File: src/rtl/write_sequencer_if.sv
// Bus bundle for write_sequencer: command, data stream,
// single-beat write port and sequence status.
interface write_sequencer_if #(
  parameter int ADDR_WDTH = 4,
  parameter int DATA_WDTH = 32,
  parameter int RESP_WDTH = 1,
  parameter int CNT_WDTH  = 4
);
  logic                 cmd_valid;
  logic                 cmd_ready;
  logic [ADDR_WDTH-1:0] cmd_base_addr;
  logic [CNT_WDTH-1:0]  cmd_count;
  logic                 s_valid;
  logic                 s_ready;
  logic [DATA_WDTH-1:0] s_data;
  logic                 wr_start;
  logic [ADDR_WDTH-1:0] wr_addr;
  logic [DATA_WDTH-1:0] wr_data;
  logic                 wr_done;
  logic [RESP_WDTH-1:0] wr_resp;
  logic                 busy;
  logic                 seq_done;
  logic                 seq_err;
  logic [CNT_WDTH-1:0]  err_count;

  modport slave (
    input  cmd_valid, cmd_base_addr, cmd_count,
    input  s_valid, s_data, wr_done, wr_resp,
    output cmd_ready, s_ready, wr_start, wr_addr,
    output wr_data, busy, seq_done, seq_err,
    output err_count
  );

  modport master (
    output cmd_valid, cmd_base_addr, cmd_count,
    output s_valid, s_data, wr_done, wr_resp,
    input  cmd_ready, s_ready, wr_start, wr_addr,
    input  wr_data, busy, seq_done, seq_err,
    input  err_count
  );
endinterface

File: src/rtl/write_sequencer.sv
// Buffers a counted data burst and replays it word by
// word into a single-beat write submodule.
module write_sequencer #(
  parameter int ADDR_WDTH  = 4,
  parameter int DATA_WDTH  = 32,
  parameter int RESP_WDTH  = 1,
  parameter int FIFO_DEPTH = 4,
  parameter int CNT_WDTH   = 4
) (
  input logic              clk,
  input logic              rst_n,
  write_sequencer_if.slave bus
);

  localparam int PTR_W = $clog2(FIFO_DEPTH);
  localparam int OCC_W = PTR_W + 1;
  localparam logic [OCC_W-1:0] FULL_OCC =
    OCC_W'(FIFO_DEPTH);

  localparam logic [2:0] IDLE        = 3'd0;
  localparam logic [2:0] LOAD        = 3'd1;
  localparam logic [2:0] ISSUE       = 3'd2;
  localparam logic [2:0] WAIT_ACCEPT = 3'd3;
  localparam logic [2:0] WAIT_RESP   = 3'd4;
  localparam logic [2:0] FINISH      = 3'd5;

  logic [2:0]           state_q, state_d;
  logic [ADDR_WDTH-1:0] addr_q;
  logic [ADDR_WDTH-1:0] wr_addr_q;
  logic [DATA_WDTH-1:0] wr_data_q;
  logic [CNT_WDTH-1:0]  acc_left_q;
  logic [CNT_WDTH-1:0]  iss_left_q;
  logic [CNT_WDTH-1:0]  err_cnt_q;
  logic                 seq_err_q;
  logic [DATA_WDTH-1:0] mem_q [FIFO_DEPTH];
  logic [PTR_W-1:0]     rd_ptr_q, wr_ptr_q;
  logic [OCC_W-1:0]     occ_q;

  logic cmd_hs, busy, full, empty;
  logic s_ready, push, pop, resp_fire;

  assign busy      = state_q != IDLE;
  assign cmd_hs    = bus.cmd_valid & ~busy;
  assign full      = occ_q == FULL_OCC;
  assign empty     = occ_q == '0;
  assign s_ready   = busy & (acc_left_q != '0) & ~full;
  assign push      = bus.s_valid & s_ready;
  assign pop       = (state_q == LOAD) & ~empty;
  assign resp_fire = (state_q == WAIT_RESP) & bus.wr_done;

  assign bus.cmd_ready = ~busy;
  assign bus.s_ready   = s_ready;
  assign bus.wr_start  = (state_q == ISSUE) & bus.wr_done;
  assign bus.wr_addr   = wr_addr_q;
  assign bus.wr_data   = wr_data_q;
  assign bus.busy      = busy;
  assign bus.seq_done  = state_q == FINISH;
  assign bus.seq_err   = seq_err_q;
  assign bus.err_count = err_cnt_q;

  always_comb begin
    state_d = state_q;
    case (state_q)
      IDLE:
        if (cmd_hs)
          state_d = (bus.cmd_count == '0) ? FINISH : LOAD;
      LOAD:
        if (!empty) state_d = ISSUE;
      ISSUE:
        if (bus.wr_done) state_d = WAIT_ACCEPT;
      WAIT_ACCEPT:
        if (!bus.wr_done) state_d = WAIT_RESP;
      WAIT_RESP:
        if (bus.wr_done)
          state_d = (iss_left_q == CNT_WDTH'(1)) ?
                    FINISH : LOAD;
      FINISH:
        state_d = IDLE;
      default:
        state_d = IDLE;
    endcase
  end

  // Storage needs no reset: occupancy gates every read.
  always_ff @(posedge clk) begin
    if (push) mem_q[wr_ptr_q] <= bus.s_data;
  end

  always_ff @(posedge clk or negedge rst_n) begin
    if (!rst_n) begin
      state_q    <= IDLE;
      addr_q     <= '0;
      wr_addr_q  <= '0;
      wr_data_q  <= '0;
      acc_left_q <= '0;
      iss_left_q <= '0;
      err_cnt_q  <= '0;
      seq_err_q  <= 1'b0;
      rd_ptr_q   <= '0;
      wr_ptr_q   <= '0;
      occ_q      <= '0;
    end else begin
      state_q <= state_d;
      if (cmd_hs) begin
        addr_q     <= bus.cmd_base_addr;
        acc_left_q <= bus.cmd_count;
        iss_left_q <= bus.cmd_count;
        err_cnt_q  <= '0;
        seq_err_q  <= 1'b0;
      end else begin
        if (push)
          acc_left_q <= acc_left_q - CNT_WDTH'(1);
        if (resp_fire) begin
          addr_q     <= addr_q + ADDR_WDTH'(1);
          iss_left_q <= iss_left_q - CNT_WDTH'(1);
          if (bus.wr_resp != '0) begin
            seq_err_q <= 1'b1;
            if (err_cnt_q != '1)
              err_cnt_q <= err_cnt_q + CNT_WDTH'(1);
          end
        end
      end
      if (pop) begin
        wr_data_q <= mem_q[rd_ptr_q];
        wr_addr_q <= addr_q;
        rd_ptr_q  <= rd_ptr_q + PTR_W'(1);
      end
      if (push)
        wr_ptr_q <= wr_ptr_q + PTR_W'(1);
      if (push && !pop)
        occ_q <= occ_q + OCC_W'(1);
      else if (pop && !push)
        occ_q <= occ_q - OCC_W'(1);
    end
  end

endmodule

File: src/flat_wrapper.sv
// flat-port wrapper written by rule: the top's interface ports become plain ports
module write_sequencer_flat 
#(
  parameter int ADDR_WDTH  = 4,
  parameter int DATA_WDTH  = 32,
  parameter int RESP_WDTH  = 1,
  parameter int FIFO_DEPTH = 4,
  parameter int CNT_WDTH   = 4
)
  (clk, rst_n, bus_cmd_valid, bus_cmd_base_addr, bus_cmd_count, bus_s_valid, bus_s_data, bus_wr_done, bus_wr_resp, bus_cmd_ready, bus_s_ready, bus_wr_start, bus_wr_addr, bus_wr_data, bus_busy, bus_seq_done, bus_seq_err, bus_err_count);
  write_sequencer_if #(.ADDR_WDTH(ADDR_WDTH), .DATA_WDTH(DATA_WDTH), .RESP_WDTH(RESP_WDTH), .CNT_WDTH(CNT_WDTH)) bus_i ();
  input logic clk;
  input logic rst_n;
  input wire logic [$bits(bus_i.cmd_valid)-1:0] bus_cmd_valid;
  input wire logic [$bits(bus_i.cmd_base_addr)-1:0] bus_cmd_base_addr;
  input wire logic [$bits(bus_i.cmd_count)-1:0] bus_cmd_count;
  input wire logic [$bits(bus_i.s_valid)-1:0] bus_s_valid;
  input wire logic [$bits(bus_i.s_data)-1:0] bus_s_data;
  input wire logic [$bits(bus_i.wr_done)-1:0] bus_wr_done;
  input wire logic [$bits(bus_i.wr_resp)-1:0] bus_wr_resp;
  output wire logic [$bits(bus_i.cmd_ready)-1:0] bus_cmd_ready;
  output wire logic [$bits(bus_i.s_ready)-1:0] bus_s_ready;
  output wire logic [$bits(bus_i.wr_start)-1:0] bus_wr_start;
  output wire logic [$bits(bus_i.wr_addr)-1:0] bus_wr_addr;
  output wire logic [$bits(bus_i.wr_data)-1:0] bus_wr_data;
  output wire logic [$bits(bus_i.busy)-1:0] bus_busy;
  output wire logic [$bits(bus_i.seq_done)-1:0] bus_seq_done;
  output wire logic [$bits(bus_i.seq_err)-1:0] bus_seq_err;
  output wire logic [$bits(bus_i.err_count)-1:0] bus_err_count;
  assign bus_i.cmd_valid = bus_cmd_valid;
  assign bus_i.cmd_base_addr = bus_cmd_base_addr;
  assign bus_i.cmd_count = bus_cmd_count;
  assign bus_i.s_valid = bus_s_valid;
  assign bus_i.s_data = bus_s_data;
  assign bus_i.wr_done = bus_wr_done;
  assign bus_i.wr_resp = bus_wr_resp;
  assign bus_cmd_ready = bus_i.cmd_ready;
  assign bus_s_ready = bus_i.s_ready;
  assign bus_wr_start = bus_i.wr_start;
  assign bus_wr_addr = bus_i.wr_addr;
  assign bus_wr_data = bus_i.wr_data;
  assign bus_busy = bus_i.busy;
  assign bus_seq_done = bus_i.seq_done;
  assign bus_seq_err = bus_i.seq_err;
  assign bus_err_count = bus_i.err_count;
  write_sequencer #(.ADDR_WDTH(ADDR_WDTH), .DATA_WDTH(DATA_WDTH), .RESP_WDTH(RESP_WDTH), .FIFO_DEPTH(FIFO_DEPTH), .CNT_WDTH(CNT_WDTH)) u_core (.clk(clk), .rst_n(rst_n), .bus(bus_i));
endmodule
File: config.mk
export PLATFORM = sky130hd
export DESIGN_NAME = write_sequencer_flat
export DESIGN_NICKNAME = d
export VERILOG_FILES = /design/src/rtl/write_sequencer_if.sv /design/src/rtl/write_sequencer.sv /design/src/flat_wrapper.sv
export SDC_FILE = /design/constraint.sdc
export NUM_CORES = 1
export LEC_CHECK = 0
export ABC_AREA = 1
export ABC_CLOCK_PERIOD_IN_PS = 3200
export CAP_MARGIN = 20
export CORE_UTILIZATION = 35
export CTS_CLUSTER_SIZE = 14
export DETAILED_ROUTE_END_ITERATION = 10
export DONT_BUFFER_PORTS = 1
export SLEW_MARGIN = 20
export SYNTH_ARGS = -nofsm -noshare
export SYNTH_HDL_FRONTEND = slang
export SYNTH_SLANG_ARGS = --single-unit
File: constraint.sdc
create_clock -name clk -period 3.2 [get_ports clk]
set_input_delay 0.48 -clock clk [delete_from_list [all_inputs] [get_ports clk]]
set_output_delay 0.48 -clock clk [all_outputs]
set_load 0.01 [all_outputs]
# [After elaboration in Yosys (flattened, before gate mapping)]
# Memory sizes are Yosys's and may differ from the RTL's. A register that Yosys moved wholly into a read port is not among the register bits.
# Index checks and enable logic that the tools add are counted.
[classes] mux=25 addsub=8 n_eq_ne=13 bitwise_logic=10 reduce_logical=18
[ops] operator="$mux 4" count=10
[ops] operator="$mux 3" count=9
[ops] operator="$pmux 3 s5" count=1
[ops] operator="$reduce_bool 2->1" count=5
[ops] operator="$eq 3x3->1 const B" count=3
[ops] operator="$add 4x1->4 const B" count=2
[ops] operator="$ne 2x2->1 const B" count=4
[ops] operator="$sub 4x1->4 const B" count=2
[ops] operator="$and 1x1->1" count=7
[ops] operator="$eq 3x2->1 const B" count=2
[ops] operator="$logic_not 3->1" count=2
[ops] operator="$mux 1" count=5
[ops] operator="$reduce_and 5->1" count=1
[ops] operator="$add 2x1->2 const B" count=2
[ops] operator="$eq 4x1->1 const B" count=1
[ops] operator="$logic_not 4->1" count=1
[ops] operator="$ne 4x4->1 const B" count=1
[ops] operator="$reduce_bool 4->1" count=1
[ops] operator="$add 3x1->3 const B" count=1
[ops] operator="$eq 3x1->1 const B" count=1
[ops] operator="$logic_not 1->1" count=3
[ops] operator="$not 1->1" count=3
[ops] operator="$reduce_and 3->1" count=1
[ops] operator="$reduce_bool 3->1" count=1
[ops] operator="other kinds (4)" count=5
[word_totals] output_inout_bits=46 word_cells=85 memories=1 regBits=31 input_bits=46 ram_bits=128
[memory_table] name="u_core.mem_q" words=4 word_bits=32 rd=1 rd_ports_with_merged_regs=1 wr=1 line_no="write_sequencer.sv:35" text="logic [DATA_WDTH-1:0] mem_q [FIFO_DEPTH];"

# [Depth between registers and ports, before layout]
[depth] word_depth=8 mapped_depth=13 depth_no_buf=13

# [Worst setup path before layout]
# No wires, ideal clock.
[synth_path] path_kind="reg2reg" from="reg u_core.acc_left_q[0]" to="mem u_core.mem_q[0][0], enable pin" path_stages_with_launch=9 n_path_buf=1 t_arrival_ns=2.380 path_slack_ns=0.399 setup_time_ns=0.421 cell_sequence="dfrtp_1 -> inv_1 -> ha_1 -> inv_1 -> nor2_1 -> nand2_1 -> nand4_1 -> buf_2 -> nor2_1"
[synth_between] elab_chain_cells=6
[synth_rtl] item="start, declared" line_no="write_sequencer.sv:31" text="logic [CNT_WDTH-1:0] acc_left_q;"
[synth_rtl] item="start signal, assigned" line_no="write_sequencer.sv:106" text="acc_left_q <= bus.cmd_count;"
[synth_rtl] item="start signal, assigned" line_no="write_sequencer.sv:112" text="acc_left_q <= acc_left_q - CNT_WDTH'(1);"
[synth_rtl] item="$reduce_bool 4->1" line_no="write_sequencer.sv:46" text="assign s_ready = busy & (acc_left_q != '0) & ~full;"
[synth_rtl] item="$and 1x1->1 (2 in a row)" line_no="write_sequencer.sv:46"
[synth_rtl] item="$and 1x1->1" line_no="write_sequencer.sv:47" text="assign push = bus.s_valid & s_ready;"
[synth_rtl] item="$mux 1" line_no="write_sequencer.sv:86" text="if (push) mem_q[wr_ptr_q] <= bus.s_data;"
[synth_rtl] item="$mux 1 (not written as such)" line_no="write_sequencer.sv:86"
[synth_rtl] item="end, declared" line_no="write_sequencer.sv:35"
# Every way passes these cells.

# [Worst setup path in the final report]
[layout_path] from="reg u_core.acc_left_q[0]" to="reg u_core.occ_q[2]"
[layout_between] elab_chain_cells=7 word_cells_on_any_way=9 classes_between="mux (1); bitwise (3); reduce/logical (5)"
[layout_rtl] item="$reduce_bool 4->1 *" line_no="write_sequencer.sv:46"
[layout_rtl] item="$and 1x1->1 * (2 in a row)" line_no="write_sequencer.sv:46"
[layout_rtl] item="$and 1x1->1 *" line_no="write_sequencer.sv:47"
[layout_rtl] item="via u_core.push" line_no="write_sequencer.sv:40" text="logic s_ready, push, pop, resp_fire;"
[layout_rtl] item="$logic_not 1->1" line_no="write_sequencer.sv:132" text="else if (pop && !push)"
[layout_rtl] item="$logic_and 1x1->1" line_no="write_sequencer.sv:132"
[layout_rtl] item="$reduce_bool 2->1 (no source line)"
[layout_rtl] item="end signal, assigned" line_no="write_sequencer.sv:131" text="occ_q <= occ_q + OCC_W'(1);"
[layout_rtl] item="end signal, assigned" line_no="write_sequencer.sv:133" text="occ_q <= occ_q - OCC_W'(1);"
[layout_rtl] item="end, declared" line_no="write_sequencer.sv:37" text="logic [OCC_W-1:0] occ_q;"
# Mark *: on every way through the listed nets, which the timed path passes. The rest lies on a longest branch.
# A chain may end at the register's enable or synchronous reset.

==> insert_results.sql <==
INSERT INTO impl_metrics (metric_group, metric, value, unit) VALUES
('status', 'outcome', 'completed', ''),
('worst_setup_path', 'critical_path_peak_fanout', '7', ''),
('worst_setup_path', 'rrSetupSlack', '770', 'ps'),
('clocking', 'tritoncts', 'done', ''),
('routing', 'detail_route.wirelength', '16.2', 'mm'),
('worst_setup_path', 'cpMaxStageDelayCell', 'sky130_fd_sc_hd__fa_1', ''),
('logic_synthesis', 'ys_types', '32', ''),
('final_layout', 'finalNonFillerCells', '974', ''),
('routing', 'first_iter_violations', '258', ''),
('logic_synthesis', 'xor_xnor_fraction_of_synth_area', '1.12', '%'),
('worst_setup_path', 'worstPathArrival', '2750', 'ps'),
('logic_synthesis', 'syn_inst', '682', ''),
('sta', 'rsz0062_at_grt', 'no', ''),
('place', 'place_hpwl', '9.75', 'mm'),
('logic_synthesis', 'syn_nets', '739', ''),
('die', 'rows', '54', ''),
('routing', 'vias', '4686', ''),
('worst_setup_path', 'critical-path-max-stage-delay', '380', 'ps'),
('routing', 'antenna_violating_nets_post_route', '0', ''),
('logic_synthesis', 'main_combinational_cell_family_by_area_after_synthesis', 'simple AND/OR/NAND/NOR gates', ''),
('logic_synthesis', 'netlist_area', '7790', 'sq um'),
('logic_synthesis', 'yosys-mux-area-fraction', '0.145', '%'),
('place', 'io_buffers', '0', ''),
('worst_hold_path', 'min_from', 'bus_s_data[15]', ''),
('sta', 'maxSlewViolCount', '0', ''),
('sta', 'setup_viol', '0', ''),
('final_layout', 'final_util', '40.2', '%'),
('sta', 'fmax', '0.411', 'GHz'),
('worst_hold_path', 'hold_depth', '0', ''),
('worst_setup_path', 'worst-setup-path-type', 'flop to flop', ''),
('sta', 'worst_slew_pin_slew', '988', 'ps'),
('die', 'die_height', '151', 'um'),
('sta', 'final_period_demand_of_the_worst_path', '2430', 'ps'),
('worst_setup_path', 'crit_chain', 'inv_1 > ha_1 > inv_1 > nor2_1 > nand2_1 > nand4_1 > inv_1 > ha_1 > inv_1 > fa_1 > a21oi_1 > o21ai_0 > xor2_1', ''),
('power_and_ir_drop', 'power.density', '982', 'nW/um^2'),
('run', 'max_cap_violations', '0', ''),
('worst_hold_path', 'timing.hold.worst_endpoint', 'u_core.mem_q[0][15]$_DFFE_PP_', ''),
('worst_setup_path', 'worstRegToRegCells', '13', ''),
('clocking', 'max-clock-path-buffers', '2', ''),
('worst_setup_path', 'crit_required', '3520', 'ps'),
('final_layout', 'layout.area.seq', '5420', 'sq um'),
('sta', 'fin_crit_sh', '76.0', '%'),
('sta', 'finalSetupTns', '0', 'ps'),
('global_route', 'maximum_number_of_pins_on_one_net_before_global_route_repair', '68', ''),
('place', 'pre_cts_ws', '764', 'ps'),
('sta', 'finClkSkew', '11.4', 'ps'),
('sta', 'setup_slack', '769', 'ps'),
('routing', 'detail_route.first_pass.iterations', '4', ''),
('die', 'ios', '92', ''),
('worst_setup_path', 'critPathMostFrequentCell', 'sky130_fd_sc_hd__inv_1', ''),
('clocking', 'clkSlewWorstSetupHoldPaths', '80', 'ps'),
('global_route', 'grt_remaining_overflow', '0', ''),
('clocking', 'clock_tree.root_cell', 'sky130_fd_sc_hd__clkbuf_16', ''),
('final_layout', 'flow.area_growth_from_synthesis', '12.6', '%'),
('worst_hold_path', 'hold_path.class', 'input port to flop', ''),
('final_layout', 'final.fill_count', '2062', ''),
('clocking', 'cts_buffers', '17', ''),
('die', 'core', '21800', 'sq um'),
('clocking', 'clock_sink_count', '191', ''),
('routing', 'route.detailed.vias_per_inst', '4.81', ''),
('final_layout', 'multiInputGateArea', '2080', 'sq um'),
('sta', 'final_hold_viol_count', '0', ''),
('clocking', 'htreeDepth', '4', ''),
('place', 'place.detailed.instances', '940', ''),
('power_and_ir_drop', 'total_leakage_power', '3.27', 'nW'),
('sta', 'maxSlewHeadroom', '34.0', '%'),
('place', 'gpl.final_weighted_congestion', '0.798', ''),
('logic_synthesis', 'simple_logic_cell_fraction_of_the_synthesized_area', '15.1', '%'),
('routing', 'post_drt_wl_per_cell', '16.6', 'um'),
('die', 'floorplan.initialDensity', '35.7', '%'),
('final_layout', 'nNetsFinal', '738', '');
## cells in the final DEF (no fill, tap or decap), types with 6 or more instances in the layout
cell type / count
sky130_fd_sc_hd__dfrtp_1: 61
sky130_fd_sc_hd__clkbuf_16: 17
sky130_fd_sc_hd__nor2_4: 7
sky130_fd_sc_hd__nand2_1: 66
sky130_fd_sc_hd__a31oi_1: 32
sky130_fd_sc_hd__nor2_1: 177
sky130_fd_sc_hd__nand3_1: 23
sky130_fd_sc_hd__inv_1: 28
sky130_fd_sc_hd__ha_1: 10
sky130_fd_sc_hd__xor2_1: 7
sky130_fd_sc_hd__buf_4: 6
sky130_fd_sc_hd__o21ai_0: 72
sky130_fd_sc_hd__clkinv_8: 7
sky130_fd_sc_hd__edfxtp_1: 128
## per-layer routing
| metal | track usage (%) | vias up | part of all wire (%) |
|---|---|---|---|
| met1 | 17.9 | 2226 | 43 |
| li1 | - | 2340 | - |
| met2 | 25.0 | 108 | 49 |
| met3 | 6.20 | 12 | 7.7 |
| met5 | 0 | - | 0 |
| met4 | 3.90 | 0 | 0.62 |
## sequential cells by signal (all words and copies together), names as in the netlist
signal / flops
u_core.acc_left_q: 4
u_core.addr_q: 4
u_core.bus.err_count: 4
u_core.bus.seq_err: 1
u_core.bus.wr_addr: 4
u_core.bus.wr_data: 32
u_core.iss_left_q: 4
u_core.mem_q: 128
u_core.occ_q: 3
u_core.rd_ptr_q: 2
u_core.state_q: 3
u_core.wr_ptr_q: 2
## stage by stage
stage	power, mW	hold slack, ps	cell area (sq um)
final	8.62	125	8770
after global routing	9.27	93.9	8770
after CTS	8.77	103	8770
after detailed placement	6.54	188	8110
after global placement	6.50	188	8110
after floorplan	5.86	184	7790
## power by group
group          leakage [nW]  switching, mW  internal, mW  total (mW)
clock                 0.303           1.10          1.08        2.18
sequential             1.90          0.478          3.33        3.81
combinational          1.07           1.75         0.878        2.62
## synth_stat cells
cell type,number,area [sq um]
sky130_fd_sc_hd__xor2_1,7,61.3
sky130_fd_sc_hd__nand3_1,23,115
sky130_fd_sc_hd__fa_1,1,20.0
sky130_fd_sc_hd__xnor2_1,3,26.3
sky130_fd_sc_hd__nor2_1,181,679
sky130_fd_sc_hd__and3_1,1,6.26
sky130_fd_sc_hd__o21ai_0,72,360
sky130_fd_sc_hd__buf_4,1,7.51
sky130_fd_sc_hd__ha_1,10,125
sky130_fd_sc_hd__o21ai_1,4,20.0
sky130_fd_sc_hd__a21oi_1,4,20.0
sky130_fd_sc_hd__buf_2,11,55.1
sky130_fd_sc_hd__nand2_1,66,248
sky130_fd_sc_hd__buf_1,2,7.51
sky130_fd_sc_hd__nor2_4,3,33.8
sky130_fd_sc_hd__nand4_1,3,18.8
sky130_fd_sc_hd__mux2_2,1,11.3
sky130_fd_sc_hd__edfxtp_1,128,3840
sky130_fd_sc_hd__a31oi_1,32,200
sky130_fd_sc_hd__clkbuf_1,11,41.3
sky130_fd_sc_hd__nand3_2,3,30.0
sky130_fd_sc_hd__inv_1,28,105
sky130_fd_sc_hd__buf_8,1,15.0
sky130_fd_sc_hd__nand2_2,5,31.3
sky130_fd_sc_hd__inv_2,5,18.8
sky130_fd_sc_hd__or2_2,1,6.26
sky130_fd_sc_hd__o21bai_1,1,7.51
sky130_fd_sc_hd__o211ai_1,3,22.5
sky130_fd_sc_hd__dfrtp_1,63,1580
sky130_fd_sc_hd__nor3_1,1,5.00
sky130_fd_sc_hd__nor2_2,1,6.26
sky130_fd_sc_hd__buf_6,6,67.6
## what timing repair did
action	CTS	global route
gates resized for setup	0	0
hold endpoints to repair	63	0
buffers inserted	0	0
hold buffers	2	0
## logic make-up (layout without fill, tap and decap cells)
kind of cell / Yosys count / after routing
multiplexers: 1 / 1
buffers and inverters: 65 / 77
adder cells (fa/ha/maj): 11 / 11
AO/OA/AOI/OAI: 116 / 116
XOR/XNOR: 10 / 10
AND/OR/NAND/NOR: 288 / 288
flip-flops: 191 / 191
## critical path, delay by kind of cell, from the launching register on
kind                     cells  cell delay, ps
AO/OA/AOI/OAI                2             260
XOR/XNOR                     1             150
adder cells (fa/ha/maj)      3             750
buffers and inverters        4             390
flip-flops                   1             370
AND/OR/NAND/NOR              3             400
## layout make-up
type | instances | share of cell area (%)
inverters | 33 | 1.41
clock inverters | 15 | 2.31
multi-input cells | 426 | 23.8
well taps | 280 | 3.99
clock buffers | 17 | 4.85
flip-flops and latches | 191 | 61.8
repair buffers | 12 | 1.85
## worst max path at each step
stage,from,cells after the start,slack [ps],endpoint
2_1_floorplan,u_core.acc_left_q[0]$_DFFE_PN0P_,8,400,u_core.mem_q[0][0]$_DFFE_PP_
3_3_place_gp,u_core.state_q[0]$_DFFE_PN0P_,6,790,u_core.mem_q[0][20]$_DFFE_PP_
3_5_place_dp,u_core.acc_left_q[0]$_DFFE_PN0P_,9,760,u_core.mem_q[0][20]$_DFFE_PP_
4_1_cts,u_core.acc_left_q[0]$_DFFE_PN0P_,9,750,u_core.mem_q[0][27]$_DFFE_PP_
5_1_grt,u_core.acc_left_q[0]$_DFFE_PN0P_,13,530,u_core.occ_q[2]$_DFFE_PN0P_
6_report,u_core.acc_left_q[0]$_DFFE_PN0P_,13,770,u_core.occ_q[2]$_DFFE_PN0P_
No activity file was read; power rests on OpenSTA's default activity.
